`src/rtl/inst_mem_loader.sv`:
```
// Host-link program loader: packs a length-prefixed byte stream into 32-bit words
// and writes them sequentially into instruction memory. Define INST_LOADER_CHECKSUM_EN
// to require a trailing 8-bit additive checksum byte.
module inst_mem_loader #(
    parameter int unsigned WADDR_W = 17,
    parameter int unsigned LEN_W   = 16
) (
    input  logic               clk,
    input  logic               rst_n,
    input  logic               start,
    input  logic               in_valid,
    input  logic [7:0]         in_data,
    output logic               in_ready,
    output logic               mem_we,
    output logic [WADDR_W-1:0] mem_waddr,
    output logic [31:0]        mem_wdata,
    output logic               busy,
    output logic               done,
    output logic               err
);

    localparam int unsigned BYTE_W = 8;
    localparam int unsigned WORD_W = 32;
    localparam int unsigned ASM_W  = WORD_W - BYTE_W;

    typedef enum logic [2:0] {
        ST_IDLE,
        ST_LEN_LO,
        ST_LEN_HI,
        ST_DATA,
`ifdef INST_LOADER_CHECKSUM_EN
        ST_CSUM,
`endif
        ST_DONE
    } state_t;

    // State entered once the header or the data payload is exhausted
`ifdef INST_LOADER_CHECKSUM_EN
    localparam state_t TAIL_ST = ST_CSUM;
`else
    localparam state_t TAIL_ST = ST_DONE;
`endif

    state_t              state_q, state_d;
    logic [LEN_W-1:0]    len_q, len_d;
    logic [1:0]          bidx_q, bidx_d;
    logic [ASM_W-1:0]    asm_q, asm_d;
    logic [LEN_W-1:0]    word_cnt_q, word_cnt_d;
    logic [WADDR_W-1:0]  addr_cnt_q, addr_cnt_d;
    logic                in_ready_d, mem_we_d, busy_d, done_d;
    logic [WADDR_W-1:0]  mem_waddr_d;
    logic [WORD_W-1:0]   mem_wdata_d;
    logic                accept;
    logic [LEN_W-1:0]    len_full;
`ifdef INST_LOADER_CHECKSUM_EN
    logic [BYTE_W-1:0]   sum_q, sum_d;
    logic                err_q, err_d;
`endif

    assign accept   = in_valid && in_ready;
    assign len_full = LEN_W'({in_data, len_q[7:0]});

    // State and datapath registers
    always_ff @(posedge clk or negedge rst_n) begin
        if (!rst_n) begin
            state_q    <= ST_IDLE;
            len_q      <= '0;
            bidx_q     <= '0;
            asm_q      <= '0;
            word_cnt_q <= '0;
            addr_cnt_q <= '0;
            in_ready   <= 1'b0;
            mem_we     <= 1'b0;
            mem_waddr  <= '0;
            mem_wdata  <= '0;
            busy       <= 1'b0;
            done       <= 1'b0;
`ifdef INST_LOADER_CHECKSUM_EN
            sum_q      <= '0;
            err_q      <= 1'b0;
`endif
        end else begin
            state_q    <= state_d;
            len_q      <= len_d;
            bidx_q     <= bidx_d;
            asm_q      <= asm_d;
            word_cnt_q <= word_cnt_d;
            addr_cnt_q <= addr_cnt_d;
            in_ready   <= in_ready_d;
            mem_we     <= mem_we_d;
            mem_waddr  <= mem_waddr_d;
            mem_wdata  <= mem_wdata_d;
            busy       <= busy_d;
            done       <= done_d;
`ifdef INST_LOADER_CHECKSUM_EN
            sum_q      <= sum_d;
            err_q      <= err_d;
`endif
        end
    end

`ifdef INST_LOADER_CHECKSUM_EN
    assign err = err_q;
`else
    assign err = 1'b0;
`endif

    // Next-state, byte packing and write-buffer logic
    always_comb begin
        state_d     = state_q;
        len_d       = len_q;
        bidx_d      = bidx_q;
        asm_d       = asm_q;
        word_cnt_d  = word_cnt_q;
        addr_cnt_d  = addr_cnt_q;
        mem_we_d    = 1'b0;
        mem_waddr_d = mem_waddr;
        mem_wdata_d = mem_wdata;
`ifdef INST_LOADER_CHECKSUM_EN
        sum_d       = sum_q;
        err_d       = err_q;
`endif

        case (state_q)
            ST_IDLE, ST_DONE: begin
                if (start) begin
                    state_d    = ST_LEN_LO;
                    bidx_d     = '0;
                    word_cnt_d = '0;
                    addr_cnt_d = '0;
`ifdef INST_LOADER_CHECKSUM_EN
                    sum_d      = '0;
                    err_d      = 1'b0;
`endif
                end
            end
            ST_LEN_LO: begin
                if (accept) begin
                    len_d   = LEN_W'(in_data);
                    state_d = ST_LEN_HI;
                end
            end
            ST_LEN_HI: begin
                if (accept) begin
                    len_d   = len_full;
                    state_d = (len_full == '0) ? TAIL_ST : ST_DATA;
                end
            end
            ST_DATA: begin
                if (accept) begin
                    bidx_d = bidx_q + 2'd1;
`ifdef INST_LOADER_CHECKSUM_EN
                    sum_d  = sum_q + in_data;
`endif
                    case (bidx_q)
                        2'd0: asm_d[23:16] = in_data;
                        2'd1: asm_d[15:8]  = in_data;
                        2'd2: asm_d[7:0]   = in_data;
                        default: begin
                            // Word complete: hand off to the write buffer, keep accepting
                            mem_we_d    = 1'b1;
                            mem_wdata_d = {asm_q, in_data};
                            mem_waddr_d = addr_cnt_q;
                            addr_cnt_d  = addr_cnt_q + WADDR_W'(1);
                            word_cnt_d  = word_cnt_q + LEN_W'(1);
                            if (word_cnt_q == len_q - LEN_W'(1)) begin
                                state_d = TAIL_ST;
                            end
                        end
                    endcase
                end
            end
`ifdef INST_LOADER_CHECKSUM_EN
            ST_CSUM: begin
                if (accept) begin
                    err_d   = (in_data != sum_q);
                    state_d = ST_DONE;
                end
            end
`endif
            default: state_d = ST_IDLE;
        endcase

        in_ready_d = (state_d == ST_LEN_LO) || (state_d == ST_LEN_HI) ||
`ifdef INST_LOADER_CHECKSUM_EN
                     (state_d == ST_CSUM) ||
`endif
                     (state_d == ST_DATA);
        busy_d     = in_ready_d;
        done_d     = (state_d == ST_DONE);
    end

endmodule
```
`config.mk`:
```
export PLATFORM = sky130hd
export DESIGN_NAME = inst_mem_loader
export DESIGN_NICKNAME = d
export VERILOG_FILES = /design/src/rtl/inst_mem_loader.sv
export SDC_FILE = /design/constraint.sdc
export NUM_CORES = 1
export LEC_CHECK = 0
export CORE_UTILIZATION = 45
export DETAILED_ROUTE_END_ITERATION = 8
export HOLD_SLACK_MARGIN = 0.05
export PLACE_DENSITY = 0.67
export SETUP_SLACK_MARGIN = 0.5
export SYNTH_ARGS = -nofsm -noshare
export SYNTH_HDL_FRONTEND = slang
export SYNTH_SLANG_ARGS = --single-unit
export TNS_END_PERCENT = 100
```
`constraint.sdc`:
```
create_clock -name clk -period 3.4 [get_ports clk]
set_input_delay 0.51 -clock clk [delete_from_list [all_inputs] [get_ports clk]]
set_output_delay 0.51 -clock clk [all_outputs]
set_load 0.02 [all_outputs]
```
# After elaboration in Yosys (flattened, before gate mapping)
# Index checks and enable logic that the tools add are counted.
[totals]
inputBits = 12
output_inout_bits = 54
wordCells = 79
reg_bits = 130
[op_classes]
n_reduce_logical = 18
n_bitwise = 2
muxes = 25
addsub = 4
n_eq_ne = 16
[ops]
columns = ["cell", "count"]
rows = [
  ["$mux W16", 5],
  ["$pmux W16 S2", 2],
  ["$mux W17", 3],
  ["$pmux W17 S2", 1],
  ["$mux W3", 7],
  ["$reduce_and A3 Y1", 7],
  ["$add A17 B1 Y17 const B", 1],
  ["$add A16 B1 Y16 const B", 1],
  ["$eq A16 B16 Y1", 1],
  ["$logic_not A16 Y1", 1],
  ["$sub A16 B1 Y16 const B", 1],
  ["$eq A3 B2 Y1 const B", 4],
  ["$pmux W3 S4", 1],
  ["$ne A2 B2 Y1 const B", 5],
  ["$eq A3 B1 Y1 const B", 2],
  ["$eq A3 B3 Y1 const B", 2],
  ["$mux W2", 2],
  ["$pmux W2 S2", 1],
  ["$reduce_and A4 Y1", 1],
  ["$reduce_bool A2 Y1", 2],
  ["$logic_not A3 Y1", 1],
  ["$mux W1", 3],
  ["$reduce_or A3 Y1", 1],
  ["$add A2 B1 Y2 const B", 1],
  ["7 further kinds", 9],
]

# Logic depth before layout (Yosys ltp)
[logic_depth]
ltp_word = 9
ltp_mapped = 8
ltp_nobuf = 8

# Worst setup path after synthesis
# No wires, ideal clock.
[synth_path]
path_type = "reg2reg"
startpoint = "reg len_q[3]"
endpoint = "reg busy"
required_time_ns = 3.257
stages_incl_launch_ff = 7
t_arrival_ns = 2.569
setup_ns = 0.143
slack_ns = 0.688
cell_sequence = "dfrtp_1 -> or3_1 -> or4_1 -> a2111o_1 -> or4b_4 -> nor4_4 -> a21boi_0"
[synth_between]
elab_chain_cells = 9
word_cells_on_any_way = 14
cone_classes = "add/sub (1); eq/ne (4); mux (6); reduce/logical (3)"
[synth_rtl]
columns = ["element", "line_no", "rtl"]
rows = [
  ["start: declaration", "45", "logic [LEN_W-1:0] len_q, len_d;"],
  ["start signal: assignment", "84", "len_q <= len_d;"],
  ["$sub A16 B1 Y16", "166", "if (word_cnt_q == len_q - LEN_W'(1)) begin"],
  ["$eq A16 B16 Y1", "166", ""],
  ["$mux W3", "166", ""],
  ["$mux W3", "155", "case (bidx_q)"],
  ["$mux W3", "150", "if (accept) begin"],
  ["$pmux W3 S4 *", "124", "case (state_q)"],
  ["$eq A3 B1 Y1 / $eq A3 B2 Y1 (equally long branches)", "184", "in_ready_d = (state_d == ST_LEN_LO) || (state_d == ST_LEN_HI) ||"],
  ["$logic_or A1 B1 Y1", "184", ""],
  ["$logic_or A1 B1 Y1 *", "184", ""],
  ["net busy_d", "50", "logic in_ready_d, mem_we_d, busy_d, done_d;"],
  ["end signal: assignment", "93", "busy <= busy_d;"],
  ["end: declaration", "17", "output logic busy,"],
]
# The timed path passes the listed nets; every way through them passes the cells marked *.
# A chain may end at the register's enable or synchronous reset.

# Worst setup path after layout
[layout_path]
startpoint = "reg len_q[2]"
endpoint = "reg state_q[1]"
[layout_between]
elab_chain_cells = 6
word_cells_on_any_way = 9
cone_classes = "add/sub (1); eq/ne (1); mux (6); reduce/logical (1)"
[layout_rtl]
columns = ["element", "line_no", "rtl"]
rows = [
  ["$sub A16 B1 Y16", "166", ""],
  ["$eq A16 B16 Y1", "166", ""],
  ["$mux W3", "166", ""],
  ["$mux W3", "155", ""],
  ["$mux W3", "150", ""],
  ["$pmux W3 S4 *", "124", ""],
  ["net state_d[1]", "44", "state_t state_q, state_d;"],
  ["end signal: assignment", "83", "state_q <= state_d;"],
  ["end: declaration", "44", ""],
]
# Marks and branches as above.

==> results.md <==
| Metric | Value |
|:---|:---|
| GP Congestion | 0.838 |
| Initial standard-cell utilization of the core | 0.464 |
| Clock network fraction of design power | 0.285 |
| Fraction of synthesis flops using an asynchronous set or reset pin | 1.00 |
| Classification of the worst-slack hold path | reg2reg |
| Timing startpoint of the critical path | len_q[2]$_DFFE_PN0P_ |
| Total negative setup slack | 0 ns |
| Reg power frac | 0.392 |
| Max FO, Critical Path | 5 |
| Leakage power summed over all cells | 0.00344 uW |
| Part of the Yosys area used for sequential elements | 0.553 |
| Cell type with the highest aggregate area in the netlist | dfrtp_1 |
| Min Tclk post-route | 2.77 ns |
| Post-route standard cell area excluding fillers | 7360 sq um |
| Layout Area Growth over Synthesis | 25.1% |
| Startpoint types | flip-flop |
| Number of synthesized flops with an enable pin | 0 |
| Setup repair after global routing missed its margin | false |
| Overall Global Routing Usage | 0.225 |
| Reported max-cap violation count | 0 |
| Post-DP HPWL | 9250 um |
| Number of CTS-inserted buffers | 17 |
| Total grt overflow | 0 |
| Residual antenna-violating net count after detailed routing | 0 |
| Total of flip-flops plus latches after synthesis | 130 |
| Critical Setup Path Class | reg2reg |
| Slew Viols, Final | 0 |
| Category of the worst setup path capture point | flip-flop |
| Placeable core region | 12,700 sq um |
| Clock root buffer master | clkbuf_16 |
| Sw Ratio | 0.342 |
| Vias | 4,449 |
| Height of the chip | 116 um |
| Number of remaining DRC errors | 0 |
| Multiplexer area fraction after synthesis | 0.0494 |
| Cell count after synthesis | 605 |
| Top cell types by occurrence after synthesis | nand2_1 (189), dfrtp_1 (130), nor2_1 (40), xor2_1 (26), mux2_2 (24) |
| CTS Sinks | 130 |
| Post-detailed-routing wire length | 13,500 um |
| Outcome | complete, no violations |
| Fin. Hold Viols | 0 |
| Post-Syn Area per Cell | 9.72 sq um |
| Number of buffers inserted by port buffering | 64 |
| Data required, critical path | 3.68 ns |
| Arrival time worst endpoint | 3.05 ns |
| Top flip-flop cell by instance count after synthesis | dfrtp_1 |
| Deepest clock path buffer count | 2 |
| Wire length of the first global-routing pass | 22,900 um |
| PnR worst setup slack | 0.630 ns |
| Slew at the pin with the worst max-slew slack | 0.592 ns |
| Reg2Reg Launch Point | len_q[2]$_DFFE_PN0P_ |
| Headroom to the max-slew limit | 0.602 |
| Number of DRC violations after detailed-routing iteration 0 | 238 |
| Top cell type's share of synthesized area | 0.553 |
| Worst setup slack before clock tree synthesis | 0.516 ns |
| Setup violators final | 0 |
| Cell Area, Placed | 6740 sq um |
| Largest net degree at the start of global routing | 67 |
| Simple-gate area share of the yosys netlist | 0.231 |
| Number of antenna diodes | 0 |
| Detailed Routing Iterations Pass 1 | 5 |
| Achievable Freq | 361 MHz |
| Most frequent cell after synthesis | nand2_1 |
| Hold Startpoint | asm_q[2]$_DFFE_PN0P_ |
| Net total in the final layout | 698 |
| Power per cell area | 838 nW/um^2 |
| Internal power | 4060 uW |
| Die Width | 116 um |
| Number of placement rows | 41 |
| Post-Synthesis Cell Area | 5880 sq um |
| Adder-cell area share of the yosys netlist | 0.0149 |
| CTS clock-pin slew for the worst setup and hold paths | 0.06 ns |
| Layout cell share with drive strength beyond 1 | 0.117 |
| CTS tree | built |
| Layout Skew | 0.00627 ns |
| I/O pin count | 66 |
| Die Area | 13,500 sq um |
| Count of different cell masters after synthesis | 44 |
| Number of vias per cell | 5.16 |
| Clock insertion delay at the later pin of the skew report | 0.42 ns |
| Antenna violations before repair | 0 |
| Post-synthesis compound-gate area fraction | 0.0585 |
| Synthesized Nets | 624 |
| Worst voltage drop across the vdd grid | 429 uV |
| Average routed wire per standard cell | 15.7 um |
| Share of the cycle needed by the critical path after routing | 0.815 |
| H-tree lvl count | 4 |
| Power dissipated by switching net loads | 2110 uW |
| Number of warnings issued by yosys | 0 |
| Via count of the first global-routing pass | 4,538 |
| Largest family of logic cells by synthesized area | simple AND/OR/NAND/NOR gates |
| Post-synthesis share of cell area spent on xor and xnor gates | 0.0700 |
| Part of the power in combinational logic | 0.323 |
| Area contributors post-synth | dfrtp_1 (55%), nand2_1 (12%), mux2_2 (4.6%), xor2_1 (3.9%), xnor2_1 (3.1%) |
==> worst paths after layout <==
| kind | endpoint | slack (ns) | depth (start not counted) |
|---|---|---|---|
| setup / recovery | state_q[1]$_DFF_PN0_ | 0.63 | 6 |
| hold / removal | mem_wdata[10]$_DFFE_PN0P_ | 0.46 | 2 |
| setup reg to reg | state_q[1]$_DFF_PN0_ | 0.63 | 6 |
| hold reg to reg | mem_wdata[10]$_DFFE_PN0P_ | 0.46 | 2 |
| max in group asynchronous | len_q[2]$_DFFE_PN0P_ | 2.02 | 3 |
| min in group asynchronous | mem_wdata[19]$_DFFE_PN0P_ | 0.57 | 2 |
==> per-stage QoR <==
step,instances,hold WS [ns],utilization,total power [uW]
after floorplan,605,0.214,-,3610
final,863,0.462,0.581,6170
after detailed placement,828,0.454,0.532,4390
after global routing,863,0.478,0.581,6540
after CTS,860,0.466,0.578,6180
after global placement,828,0.444,0.532,4310
==> cell usage in the layout (no fill, tap or decap), types with 2 or more instances in the layout <==
cell type and n:
nand3b_1 2, a31oi_1 4, and3_1 3, clkdlybuf4s50_1 63
xor2_1 26, ha_1 7, clkbuf_16 17, inv_1 7
mux2_2 24, mux2i_1 2, xnor2_1 21, nor3b_1 2
and4_1 2, nand2_1 188, nand4_1 5, a22o_1 8
or4_1 2, nor2_1 40, clkbuf_8 2, a2111o_1 2
clkinvlp_4 4, clkbuf_1 2, or2_2 3, a21oi_1 9
dfrtp_1 129, nor3_1 11, or3_1 6, o21ai_0 18
o31ai_1 2, clkinv_2 4, buf_4 15, a21boi_0 3
o2bb2ai_1 2, bufinv_16 2, nand2b_1 6, o22ai_1 2
nor4_1 7, nand3_1 20
==> layout make-up <==
cell class	count	area [sq um]
Clock buffer	21	460
Multi-Input combinational cell	442	2510
Timing Repair Buffer	80	773
Clock inverter	10	110
Sequential cell	130	3250
Fill cell	1119	5310
Inverter	8	30.0
Tap cell	172	215
==> per-layer routing <==
| layer | part of all wire | global-route usage | wire length (um) | vias to the layer above |
|---|---|---|---|---|
| met4 | 0.019 | 0.0872 | 257 | 0 |
| li1 | - | - | - | 2170 |
| met2 | 0.49 | 0.351 | 6600 | 84 |
| met3 | 0.050 | 0.0618 | 677 | 23 |
| met1 | 0.44 | 0.300 | 6000 | 2172 |
| met5 | 0 | 0 | 0 | - |
==> power groups by stage <==
stage / Clock (uW) / Sequential (uW) / Combinational (uW)
finish: 1760 / 2420 / 1990
detailed placement: 0 / 2430 / 1950
global route: 1870 / 2480 / 2200
CTS: 1790 / 2420 / 1970
global placement: 0 / 2410 / 1900
floorplan: 0 / 2540 / 1070
==> state kept, by name, summed over array words and instances, names as in the netlist <==
signal      flops
addr_cnt_q     17
bidx_q          2
state_q         3
word_cnt_q     16
mem_waddr      17
busy            1
done            1
mem_we          1
len_q          16
mem_wdata      32
asm_q          24
==> timing repair <==
item                       CTS  global route
hold buffers                 1             0
gates resized for setup      0             5
setup buffers                0             3
setup endpoints to repair    0             5
hold endpoints to repair    29             0
==> worst max-delay path, stage by stage, from the launching register on <==
cell      delay, ns
dfrtp_2        0.42
or3_4          0.40
or4_4          0.41
a2111o_1       0.38
or4b_4         0.50
nor4_4         0.38
a31oi_1        0.14
==> kinds of logic (layout without fill, tap and decap cells) <==
group,count (synthesis),count (layout)
AND/OR/NAND/NOR,308,308
XOR/XNOR,47,47
adder cells (fa/ha/maj),7,7
flip-flops,130,130
buffers and inverters,33,119
AO/OA/AOI/OAI,53,53
other,1,1
multiplexers,26,26
Note: power is estimated with default switching activity, not from simulation.
